==> src/rtl/hazard_render_pipe_if.sv <==
// Pixel stream, hazard geometry and registered colour/collision outputs of hazard_render_pipe.
// The master drives coordinates and geometry; the slave (renderer) returns RGB and collision status.
interface hazard_render_pipe_if #(
  parameter int NUM_SPIKES  = 4,
  parameter int NUM_COLUMNS = 2
);
  logic                       pix_valid;
  logic                       frame_start;
  logic [9:0]                 DrawX;
  logic [9:0]                 DrawY;
  logic [9:0]                 player_x;
  logic [9:0]                 player_y;
  logic [9:0]                 player_size;
  logic [11*NUM_SPIKES-1:0]   spike_x;
  logic [11*NUM_SPIKES-1:0]   spike_y;
  logic [NUM_SPIKES-1:0]      spike_flip;
  logic [11*NUM_COLUMNS-1:0]  col_x;
  logic [10*NUM_COLUMNS-1:0]  col_gap_y;
  logic                       flash_en;
  logic [7:0]                 Red;
  logic [7:0]                 Green;
  logic [7:0]                 Blue;
  logic                       rgb_valid;
  logic                       hit_pixel;
  logic                       collision;

  modport master (
    output pix_valid, frame_start, DrawX, DrawY,
    output player_x, player_y, player_size,
    output spike_x, spike_y, spike_flip, col_x, col_gap_y, flash_en,
    input  Red, Green, Blue, rgb_valid, hit_pixel, collision
  );

  modport slave (
    input  pix_valid, frame_start, DrawX, DrawY,
    input  player_x, player_y, player_size,
    input  spike_x, spike_y, spike_flip, col_x, col_gap_y, flash_en,
    output Red, Green, Blue, rgb_valid, hit_pixel, collision
  );
endinterface

==> src/rtl/hazard_render_pipe.sv <==
// Two-stage hazard renderer: stage 1 registers per-pixel geometry flags, stage 2 registers RGB.
// Also folds player/hazard overlap into a per-frame collision flag.
module hazard_render_pipe #(
  parameter int NUM_SPIKES  = 4,
  parameter int NUM_COLUMNS = 2,
  parameter int SPIKE_H     = 13,
  parameter int SLOPE_SHIFT = 1,
  parameter int COL_HALF_W  = 4,
  parameter int GAP_HALF    = 90,
  parameter int CEIL_Y      = 42,
  parameter int FLOOR_Y     = 437
) (
  input  logic              Clk,
  input  logic              Reset_n,
  hazard_render_pipe_if.slave bus
);

  typedef logic signed [11:0] s12_t;

  localparam s12_t SPIKE_H_S   = s12_t'(SPIKE_H);
  localparam s12_t SPIKE_TOP_S = s12_t'(SPIKE_H - 1);
  localparam s12_t COL_HW_S    = s12_t'(COL_HALF_W);
  localparam s12_t GAP_HALF_S  = s12_t'(GAP_HALF);
  localparam s12_t CEIL_Y_S    = s12_t'(CEIL_Y);
  localparam s12_t FLOOR_Y_S   = s12_t'(FLOOR_Y);
  localparam s12_t ONE_S       = s12_t'(1);

  localparam logic [23:0] RGB_HAZARD = 24'h00F9FF;
  localparam logic [23:0] RGB_FLASH  = 24'hFF0000;
  localparam logic [23:0] RGB_WALL   = 24'hFFFFFF;
  localparam logic [23:0] RGB_PLAYER = 24'hFF5500;

  function automatic s12_t ext10(input logic [9:0] v);
    return s12_t'({2'b00, v});
  endfunction

  function automatic s12_t ext11(input logic [10:0] v);
    return s12_t'({1'b0, v});
  endfunction

  // Operands never reach -2048, so negation cannot overflow.
  function automatic s12_t abs12(input s12_t v);
    return v[11] ? -v : v;
  endfunction

  s12_t x_s, y_s;
  assign x_s = ext10(bus.DrawX);
  assign y_s = ext10(bus.DrawY);

  logic spike_c, col_c, fc_c, pl_c;

  // Edges are tested as distances from the hazard rather than as absolute
  // bounds, so an 11-bit position plus extent can never wrap onto the screen.
  always_comb begin
    s12_t r, a, e, dx, dy;
    r       = '0;
    a       = '0;
    e       = '0;
    dx      = '0;
    dy      = '0;
    spike_c = 1'b0;
    col_c   = 1'b0;
    fc_c    = (y_s <= CEIL_Y_S) || (y_s >= FLOOR_Y_S);

    for (int unsigned i = 0; i < NUM_SPIKES; i++) begin
      r  = y_s - ext11(bus.spike_y[11*i +: 11]);
      a  = bus.spike_flip[i] ? (SPIKE_TOP_S - r) : r;
      e  = (a >>> SLOPE_SHIFT) + ONE_S;
      dx = x_s - ext11(bus.spike_x[11*i +: 11]);
      if (!r[11] && (r < SPIKE_H_S) && (dx >= -e) && (dx <= e))
        spike_c = 1'b1;
    end

    for (int unsigned j = 0; j < NUM_COLUMNS; j++) begin
      dx = x_s - ext11(bus.col_x[11*j +: 11]);
      dy = y_s - ext10(bus.col_gap_y[10*j +: 10]);
      if ((abs12(dx) <= COL_HW_S) && (abs12(dy) >= GAP_HALF_S) && !fc_c)
        col_c = 1'b1;
    end

    pl_c = (abs12(x_s - ext10(bus.player_x)) <= ext10(bus.player_size)) &&
           (abs12(y_s - ext10(bus.player_y)) <= ext10(bus.player_size));
  end

  logic s1_valid, s1_haz, s1_fc, s1_pl;

  always_ff @(posedge Clk or negedge Reset_n) begin
    if (!Reset_n) begin
      s1_valid <= 1'b0;
      s1_haz   <= 1'b0;
      s1_fc    <= 1'b0;
      s1_pl    <= 1'b0;
    end else begin
      s1_valid <= bus.pix_valid;
      s1_haz   <= spike_c | col_c;
      s1_fc    <= fc_c;
      s1_pl    <= pl_c;
    end
  end

  logic        hit_s1;
  logic        collision_q;
  logic [23:0] rgb_c;

  assign hit_s1 = s1_valid & s1_pl & s1_haz;

  always_comb begin
    rgb_c = '0;
    if (s1_valid) begin
      if (s1_haz)
        rgb_c = (bus.flash_en && collision_q) ? RGB_FLASH : RGB_HAZARD;
      else if (s1_fc)
        rgb_c = RGB_WALL;
      else if (s1_pl)
        rgb_c = RGB_PLAYER;
    end
  end

  logic [23:0] rgb_q;
  logic        rgb_valid_q;
  logic        hit_q;

  always_ff @(posedge Clk or negedge Reset_n) begin
    if (!Reset_n) begin
      rgb_q       <= '0;
      rgb_valid_q <= 1'b0;
      hit_q       <= 1'b0;
    end else begin
      rgb_q       <= rgb_c;
      rgb_valid_q <= s1_valid;
      hit_q       <= hit_s1;
    end
  end

  logic acc_q;

  // A stage-2 hit was already folded into acc (or the previous report) when it
  // sat in stage 1, so only the stage-1 hit is still uncounted at frame_start.
  always_ff @(posedge Clk or negedge Reset_n) begin
    if (!Reset_n) begin
      acc_q       <= 1'b0;
      collision_q <= 1'b0;
    end else if (bus.frame_start) begin
      collision_q <= acc_q | hit_s1;
      acc_q       <= 1'b0;
    end else begin
      acc_q       <= acc_q | hit_s1;
    end
  end

  assign bus.Red       = rgb_q[23:16];
  assign bus.Green     = rgb_q[15:8];
  assign bus.Blue      = rgb_q[7:0];
  assign bus.rgb_valid = rgb_valid_q;
  assign bus.hit_pixel = hit_q;
  assign bus.collision = collision_q;

endmodule

==> src/flat_wrapper.sv <==
// flat-port wrapper written by rule: the top's interface ports become plain ports
module hazard_render_pipe_flat 
#(
  parameter int NUM_SPIKES  = 4,
  parameter int NUM_COLUMNS = 2,
  parameter int SPIKE_H     = 13,
  parameter int SLOPE_SHIFT = 1,
  parameter int COL_HALF_W  = 4,
  parameter int GAP_HALF    = 90,
  parameter int CEIL_Y      = 42,
  parameter int FLOOR_Y     = 437
)
  (Clk, Reset_n, bus_pix_valid, bus_frame_start, bus_DrawX, bus_DrawY, bus_player_x, bus_player_y, bus_player_size, bus_spike_x, bus_spike_y, bus_spike_flip, bus_col_x, bus_col_gap_y, bus_flash_en, bus_Red, bus_Green, bus_Blue, bus_rgb_valid, bus_hit_pixel, bus_collision);
  hazard_render_pipe_if #(.NUM_SPIKES(NUM_SPIKES), .NUM_COLUMNS(NUM_COLUMNS)) bus_i ();
  input  logic Clk;
  input  logic Reset_n;
  input wire logic [$bits(bus_i.pix_valid)-1:0] bus_pix_valid;
  input wire logic [$bits(bus_i.frame_start)-1:0] bus_frame_start;
  input wire logic [$bits(bus_i.DrawX)-1:0] bus_DrawX;
  input wire logic [$bits(bus_i.DrawY)-1:0] bus_DrawY;
  input wire logic [$bits(bus_i.player_x)-1:0] bus_player_x;
  input wire logic [$bits(bus_i.player_y)-1:0] bus_player_y;
  input wire logic [$bits(bus_i.player_size)-1:0] bus_player_size;
  input wire logic [$bits(bus_i.spike_x)-1:0] bus_spike_x;
  input wire logic [$bits(bus_i.spike_y)-1:0] bus_spike_y;
  input wire logic [$bits(bus_i.spike_flip)-1:0] bus_spike_flip;
  input wire logic [$bits(bus_i.col_x)-1:0] bus_col_x;
  input wire logic [$bits(bus_i.col_gap_y)-1:0] bus_col_gap_y;
  input wire logic [$bits(bus_i.flash_en)-1:0] bus_flash_en;
  output wire logic [$bits(bus_i.Red)-1:0] bus_Red;
  output wire logic [$bits(bus_i.Green)-1:0] bus_Green;
  output wire logic [$bits(bus_i.Blue)-1:0] bus_Blue;
  output wire logic [$bits(bus_i.rgb_valid)-1:0] bus_rgb_valid;
  output wire logic [$bits(bus_i.hit_pixel)-1:0] bus_hit_pixel;
  output wire logic [$bits(bus_i.collision)-1:0] bus_collision;
  assign bus_i.pix_valid = bus_pix_valid;
  assign bus_i.frame_start = bus_frame_start;
  assign bus_i.DrawX = bus_DrawX;
  assign bus_i.DrawY = bus_DrawY;
  assign bus_i.player_x = bus_player_x;
  assign bus_i.player_y = bus_player_y;
  assign bus_i.player_size = bus_player_size;
  assign bus_i.spike_x = bus_spike_x;
  assign bus_i.spike_y = bus_spike_y;
  assign bus_i.spike_flip = bus_spike_flip;
  assign bus_i.col_x = bus_col_x;
  assign bus_i.col_gap_y = bus_col_gap_y;
  assign bus_i.flash_en = bus_flash_en;
  assign bus_Red = bus_i.Red;
  assign bus_Green = bus_i.Green;
  assign bus_Blue = bus_i.Blue;
  assign bus_rgb_valid = bus_i.rgb_valid;
  assign bus_hit_pixel = bus_i.hit_pixel;
  assign bus_collision = bus_i.collision;
  hazard_render_pipe #(.NUM_SPIKES(NUM_SPIKES), .NUM_COLUMNS(NUM_COLUMNS), .SPIKE_H(SPIKE_H), .SLOPE_SHIFT(SLOPE_SHIFT), .COL_HALF_W(COL_HALF_W), .GAP_HALF(GAP_HALF), .CEIL_Y(CEIL_Y), .FLOOR_Y(FLOOR_Y)) u_core (.Clk(Clk), .Reset_n(Reset_n), .bus(bus_i));
endmodule
==> config.mk <==
export PLATFORM = sky130hd
export DESIGN_NAME = hazard_render_pipe_flat
export DESIGN_NICKNAME = d
export VERILOG_FILES = /design/src/rtl/hazard_render_pipe_if.sv /design/src/rtl/hazard_render_pipe.sv /design/src/flat_wrapper.sv
export SDC_FILE = /design/constraint.sdc
export NUM_CORES = 1
export LEC_CHECK = 0
export BUFFER_PORTS_ARGS = -buffer_cell sky130_fd_sc_hd__buf_2
export CAP_MARGIN = 20
export CORE_MARGIN = 2
export CORE_UTILIZATION = 35
export DETAILED_ROUTE_END_ITERATION = 12
export GPL_TIMING_DRIVEN = 0
export HOLD_SLACK_MARGIN = 0.06
export PLACE_DENSITY = 0.54
export SETUP_SLACK_MARGIN = 0.2
export SLEW_MARGIN = 25
export SYNTH_ARGS = -nofsm -noshare
export SYNTH_HDL_FRONTEND = slang
export SYNTH_SLANG_ARGS = --single-unit
==> constraint.sdc <==
create_clock -name Clk -period 0.9 [get_ports Clk]
set_input_delay 0.225 -clock Clk [delete_from_list [all_inputs] [get_ports Clk]]
set_output_delay 0.225 -clock Clk [all_outputs]
set_load 0.05 [all_outputs]
# --- After elaboration in Yosys (flattened, before gate mapping) ---
# Index checks and enable logic that the tools add are counted.
word_totals:
  ff_bits: 32
  output_inout_bits: 27
  elab_cells: 111
op_classes:
  magnitude_cmp: 20
  n_reduce_logical: 24
  muxes: 22
  n_bitwise: 4
  addsub: 32
op_table:
  columns: ["op", "n"]
  rows:
  - ["$mux 12", 10]
  - ["$mux 24", 5]
  - ["$neg 12->12", 10]
  - ["$sub 10x11->12", 10]
  - ["$add 11x2->12 const B", 4]
  - ["$ge 12x12->1", 4]
  - ["$le 12x12->1", 4]
  - ["$lt 12x5->1 const B", 4]
  - ["$sub 5x12->12 const A", 4]
  - ["$sub 10x10->11", 4]
  - ["$ge 12x8->1 const B", 2]
  - ["$le 12x11->1", 2]
  - ["$le 12x4->1 const B", 2]
  - ["$logic_and 1x1->1", 18]
  - ["$ge 10x9->1 const B", 1]
  - ["$le 10x6->1 const B", 1]
  - ["$mux 1", 7]
  - ["$logic_not 1->1", 5]
  - ["$and 1x1->1", 2]
  - ["$or 1x1->1", 2]
  - ["$logic_or 1x1->1", 1]

# --- Logic depth before layout (Yosys ltp) ---
logic_depth:
  ltp_word: 13
  depth_mapped: 28

# --- Worst setup path after synthesis ---
# Ideal clock, no wire load.
synth_path:
  kind: "input to register"
  from: "in bus_DrawY[0]"
  to: "reg u_core.s1_haz"
  cell_stages: 27
  required_ns: 0.762
  setup_slack_ns: -4.259
  t_arrival_ns: 5.022
  cell_sequence: "inv_1 ha_1 inv_1 fa_1 inv_1 ha_1 nand2b_1 or4b_1 or2_1 a2111oi_4 xor2_2 nand3_1 nor3_1 xnor2_1 ha_1 o211ai_1 nor2_1 o31ai_1 o211ai_1 a21oi_1 nor2b_1 o21ai_0 nand3_1 nand3_1 o311ai_1 nor4_1 o211ai_2"
synth_between:
  elab_chain_cells: 13
  elab_cells_between_ends: 71
  cone_classes: "add/sub: 20; order compare: 16; mux: 12; bitwise: 1; reduce/logical: 22"
synth_lines:
  columns: ["item", "line_no", "source"]
  rows:
  - ["start, declared", "flat_wrapper.sv:20", "input wire logic [$bits(bus_i.DrawY)-1:0] bus_DrawY;"]
  - ["$sub 10x11->12", "hazard_render_pipe.sv:66", "r = y_s - ext11(bus.spike_y[11*i +: 11]);"]
  - ["$sub 5x12->12", "hazard_render_pipe.sv:67", "a = bus.spike_flip[i] ? (SPIKE_TOP_S - r) : r;"]
  - ["$mux 12", "hazard_render_pipe.sv:67", null]
  - ["$add 11x2->12", "hazard_render_pipe.sv:68", "e = (a >>> SLOPE_SHIFT) + ONE_S;"]
  - ["$neg 12->12", "hazard_render_pipe.sv:70", "if (!r[11] && (r < SPIKE_H_S) && (dx >= -e) && (dx <= e))"]
  - ["$ge 12x12->1", "hazard_render_pipe.sv:70", null]
  - ["$logic_and 1x1->1 (2 in a row)", "hazard_render_pipe.sv:70", null]
  - ["$mux 1 (4 in a row)", "hazard_render_pipe.sv:70", null]
  - ["$or 1x1->1 (*)", "hazard_render_pipe.sv:95", "s1_haz <= spike_c | col_c;"]
  - ["end signal, assigned", "hazard_render_pipe.sv:95", null]
  - ["end, declared", "hazard_render_pipe.sv:85", "logic s1_valid, s1_haz, s1_fc, s1_pl;"]
# Every way passes the cells marked *; elsewhere a longest branch is shown, timed or not.
# A chain may end at the register's enable or synchronous reset.

# --- Final worst setup path ---
# Ends and elaborated chain as after synthesis.

==> impl_metrics.tcl <==
set metrics [dict create \
    stdcell_area_sq_mm 0.0174 \
    worst-setup-path-type "in -> reg" \
    r2r_slack_ps -100 \
    hold_crit_path_type "in -> reg" \
    total_power_mw 21.6 \
    drt_iter0_drc 557 \
    outcome "finished with violations" \
    achievable-frequency_mhz 195 \
    dpl.hpwl_mm 34.8 \
    cts-htree-levels 1 \
    initial_core_utilization_pct 35.2 \
    grt_start_max_net_pins 17 \
    rsz_0062_raised_after_global_routing "yes" \
    static-leakage-power_nw 8.29 \
    main_combinational_cell_family_by_area_after_synthesis "adder cells" \
    grt_first_pass_wirelength_mm 69.3 \
    slowest_stage "sky130_fd_sc_hd__or4b_4" \
    grtUsageTotal_pct 20.6 \
    post_route_cells_drive_above_1_share_pct 21.9 \
    logic_depth_of_the_worst_setup_path_including_buffers 29 \
    cts-buffers-inserted 3 \
    number_of_antenna_violations_at_the_first_check_in_global_routing 2 \
    synthDominantAreaCellType "sky130_fd_sc_hd__ha_1" \
    detailroute.via_count 14310 \
    postLayoutSetupSlackWorst_ps -4240 \
    async_flop_share_pct 100 \
    post_synth_mux_area_share_pct 0.593 \
    cp_data_arrival_time_ps 5220 \
    netlist.area_leader.share_pct 23.6 \
    design.die.area_sq_mm 0.0414 \
    netlist_instances 1942 \
    synth_compound_gate_area_share_pct 25.1 \
    grt_overflow_total 0 \
    seq_area_frac_synth_pct 2.33 \
    syn_nets 2408 \
    maxCapViolations 0 \
    synth_xor_area_share_pct 15.4 \
    timing_worst_slew_pin_value_ps 853 \
    crit_end "u_core.s1_haz" \
    slew_violations 0 \
    crit_buf_inv 5 \
    regToRegStartpoint "u_core.s1_valid" \
    cts_tree "built" \
    final.period_utilization_pct 571 \
    crit_path_start "bus_DrawY[0]" \
    synth_warnings 0 \
    fp-row-count 73 \
    synthesis.area_per_instance_sq_um 7.17 \
    route.antenna.remaining_nets 0 \
    tritoncts_num_sinks 13 \
    worst_slew_margin_rel_pct 42.4 \
    crit_required_ps 990 \
    yosys-top-cells-area "sky130_fd_sc_hd__ha_1 24%, sky130_fd_sc_hd__xnor2_1 8.8%, sky130_fd_sc_hd__inv_1 6.5%" \
    route.final.wire_length_mm 43.4 \
    floorplan.die.height_um 204 \
    synth_adder_area_share_pct 25.6 \
    ys_dominant_reg_cell "sky130_fd_sc_hd__dfrtp_1" \
    finalClockSkew_ps 0.972 \
    ios 216 \
    worstRegToRegCells 3 \
    place_congestion 0.852 \
    max_stage_delay_ps 490 \
    cpLargestDelayFamily "simple AND/OR/NAND/NOR gates" \
    detail_route.vias_per_cell 5.21 \
    report.final.setup_viol 35 \
    worstSkewPairLatency_ps 240 \
    chipWidth_um 204 \
    pre_antenna_drt_iters 4 \
    vdd_ir_drop_max_v 0.000589 \
    core_sq_mm 0.0395 \
    path_clk_slew_ps 40 \
    failed_checks "setup timing" \
    netlist-cell-type-count 101 \
    first_global_vias 13974 \
    endpoint_kind "register" \
    synthToLayoutAreaGrowth_pct 24.9 \
    route.detailed.drc 0 \
    synth_top_cells_by_count "263 x sky130_fd_sc_hd__ha_1, 241 x sky130_fd_sc_hd__inv_1, 140 x sky130_fd_sc_hd__xnor2_1, 138 x sky130_fd_sc_hd__a21oi_1, 136 x sky130_fd_sc_hd__nand2_1" \
    routedWlPerCell_um 15.8 \
    power.density_mw_per_mm2 1240 \
    syn_area_sq_mm 0.0139 \
    ctsLongestPathBuffers 2 \
    period_minus_slack_ps 5140 \
    yosys.cell_count.top_type "sky130_fd_sc_hd__ha_1" \
    regToRegEndpoint "u_core.rgb_q[22]" \
    io_buffer_count 214 \
    critical_path_source_type "input port" \
    synth-edff-count 0 \
    clock_tree.root_cell "sky130_fd_sc_hd__clkbuf_16" \
    postPlaceCellArea_sq_mm 0.0159 \
    synth-simple-area-share_pct 22.9 \
    critical_path_peak_fanout 4 \
    synth.ff_latch_count 13 \
    nNetsFinal 2688 \
    final_report_hold_violation_count 0 \
]
==> cell usage in the layout (no fill, tap or decap), drive strengths merged, types with 19 or more instances in the layout <==
cell type	instances
nor2b	47
buf	298
xor2	86
xnor2	143
nor2	130
nand2	136
ha	263
nand3	52
o21bai	22
inv	239
clkbuf	19
nand4	27
or2	20
a21o	35
nand2b	37
o21a	25
o21ai	121
a21oi	139
nor3	42
==> area by class of cell <==
type | instances | area, sq um
plain buffers | 39 | 320
clock buffers | 4 | 78.8
repair buffers | 275 | 1860
inverters | 241 | 912
fillers | 4033 | 22100
well taps | 525 | 657
multi-input cells | 1649 | 13200
flip-flops and latches | 13 | 340
diodes | 1 | 2.50
==> through the flow <==
step / instances / hold WS, ps / utilization [%] / setup slack, ps / setup TNS [ps]
6_report: 2747 / 91.2 / 44.0 / -4240 / -17110
5_1_grt: 2746 / 96.5 / 44.0 / -4600 / -18460
3_5_place_dp: 2681 / 117 / 40.1 / -5330 / -14150
3_3_place_gp: 2681 / 125 / 40.1 / -5260 / -13860
4_1_cts: 2728 / 95.7 / 42.7 / -4410 / -17270
2_1_floorplan: 1942 / -70.6 / - / -4000 / -9070
==> worst min-delay path by stage <==
stage	depth (start not counted)	startpoint	slack, ps	end
6_report	1	bus_pix_valid	90	u_core.s1_valid
5_1_grt	1	bus_pix_valid	100	u_core.s1_valid
4_1_cts	1	bus_pix_valid	100	u_core.s1_valid
3_5_place_dp	1	Reset_n	120	u_core.rgb_q[22]
3_3_place_gp	1	Reset_n	120	u_core.s1_valid
2_1_floorplan	0	Reset_n	-70	u_core.acc_q
==> kinds of logic after synthesis <==
group | Yosys count
simple gates | 611
compound gates | 521
buf+inv | 280
fa+ha+maj | 277
xor+xnor | 232
flops | 13
mux | 8
==> per-layer routing <==
metal	vias to the layer above	track usage, %	wire length [um]
li1	7481	-	-
met1	6504	26.0	19600
met2	256	37.4	20900
met3	67	0.879	1170
met4	2	7.30	1740
met5	-	0	11
==> where the power goes <==
| part | switching [mW] | total [mW] | internal, mW | leakage, nW |
|---|---|---|---|---|
| clock network | 0.235 | 0.831 | 0.596 | 0.0382 |
| registers | 0.0906 | 0.757 | 0.666 | 0.153 |
| logic | 11.0 | 20.0 | 8.94 | 8.10 |
==> state kept, by name, summed over array words and instances (netlist names) <==
name	count
u_core.acc_q	1
u_core.bus.collision	1
u_core.s1_valid	1
u_core.bus.hit_pixel	1
u_core.s1_pl	1
u_core.s1_fc	1
u_core.rgb_q	5
u_core.s1_haz	1
u_core.bus.rgb_valid	1
==> what timing repair did <==
| action | CTS | global route |
|---|---|---|
| setup endpoints to repair | 38 | 46 |
| setup buffers | 42 | 18 |
| endpoints found under the hold margin | 13 | 0 |
| gates resized for setup | 152 | 80 |
| hold buffers | 1 | 0 |
| pin swaps | 54 | 42 |
Power figures use the tool's default switching activity.
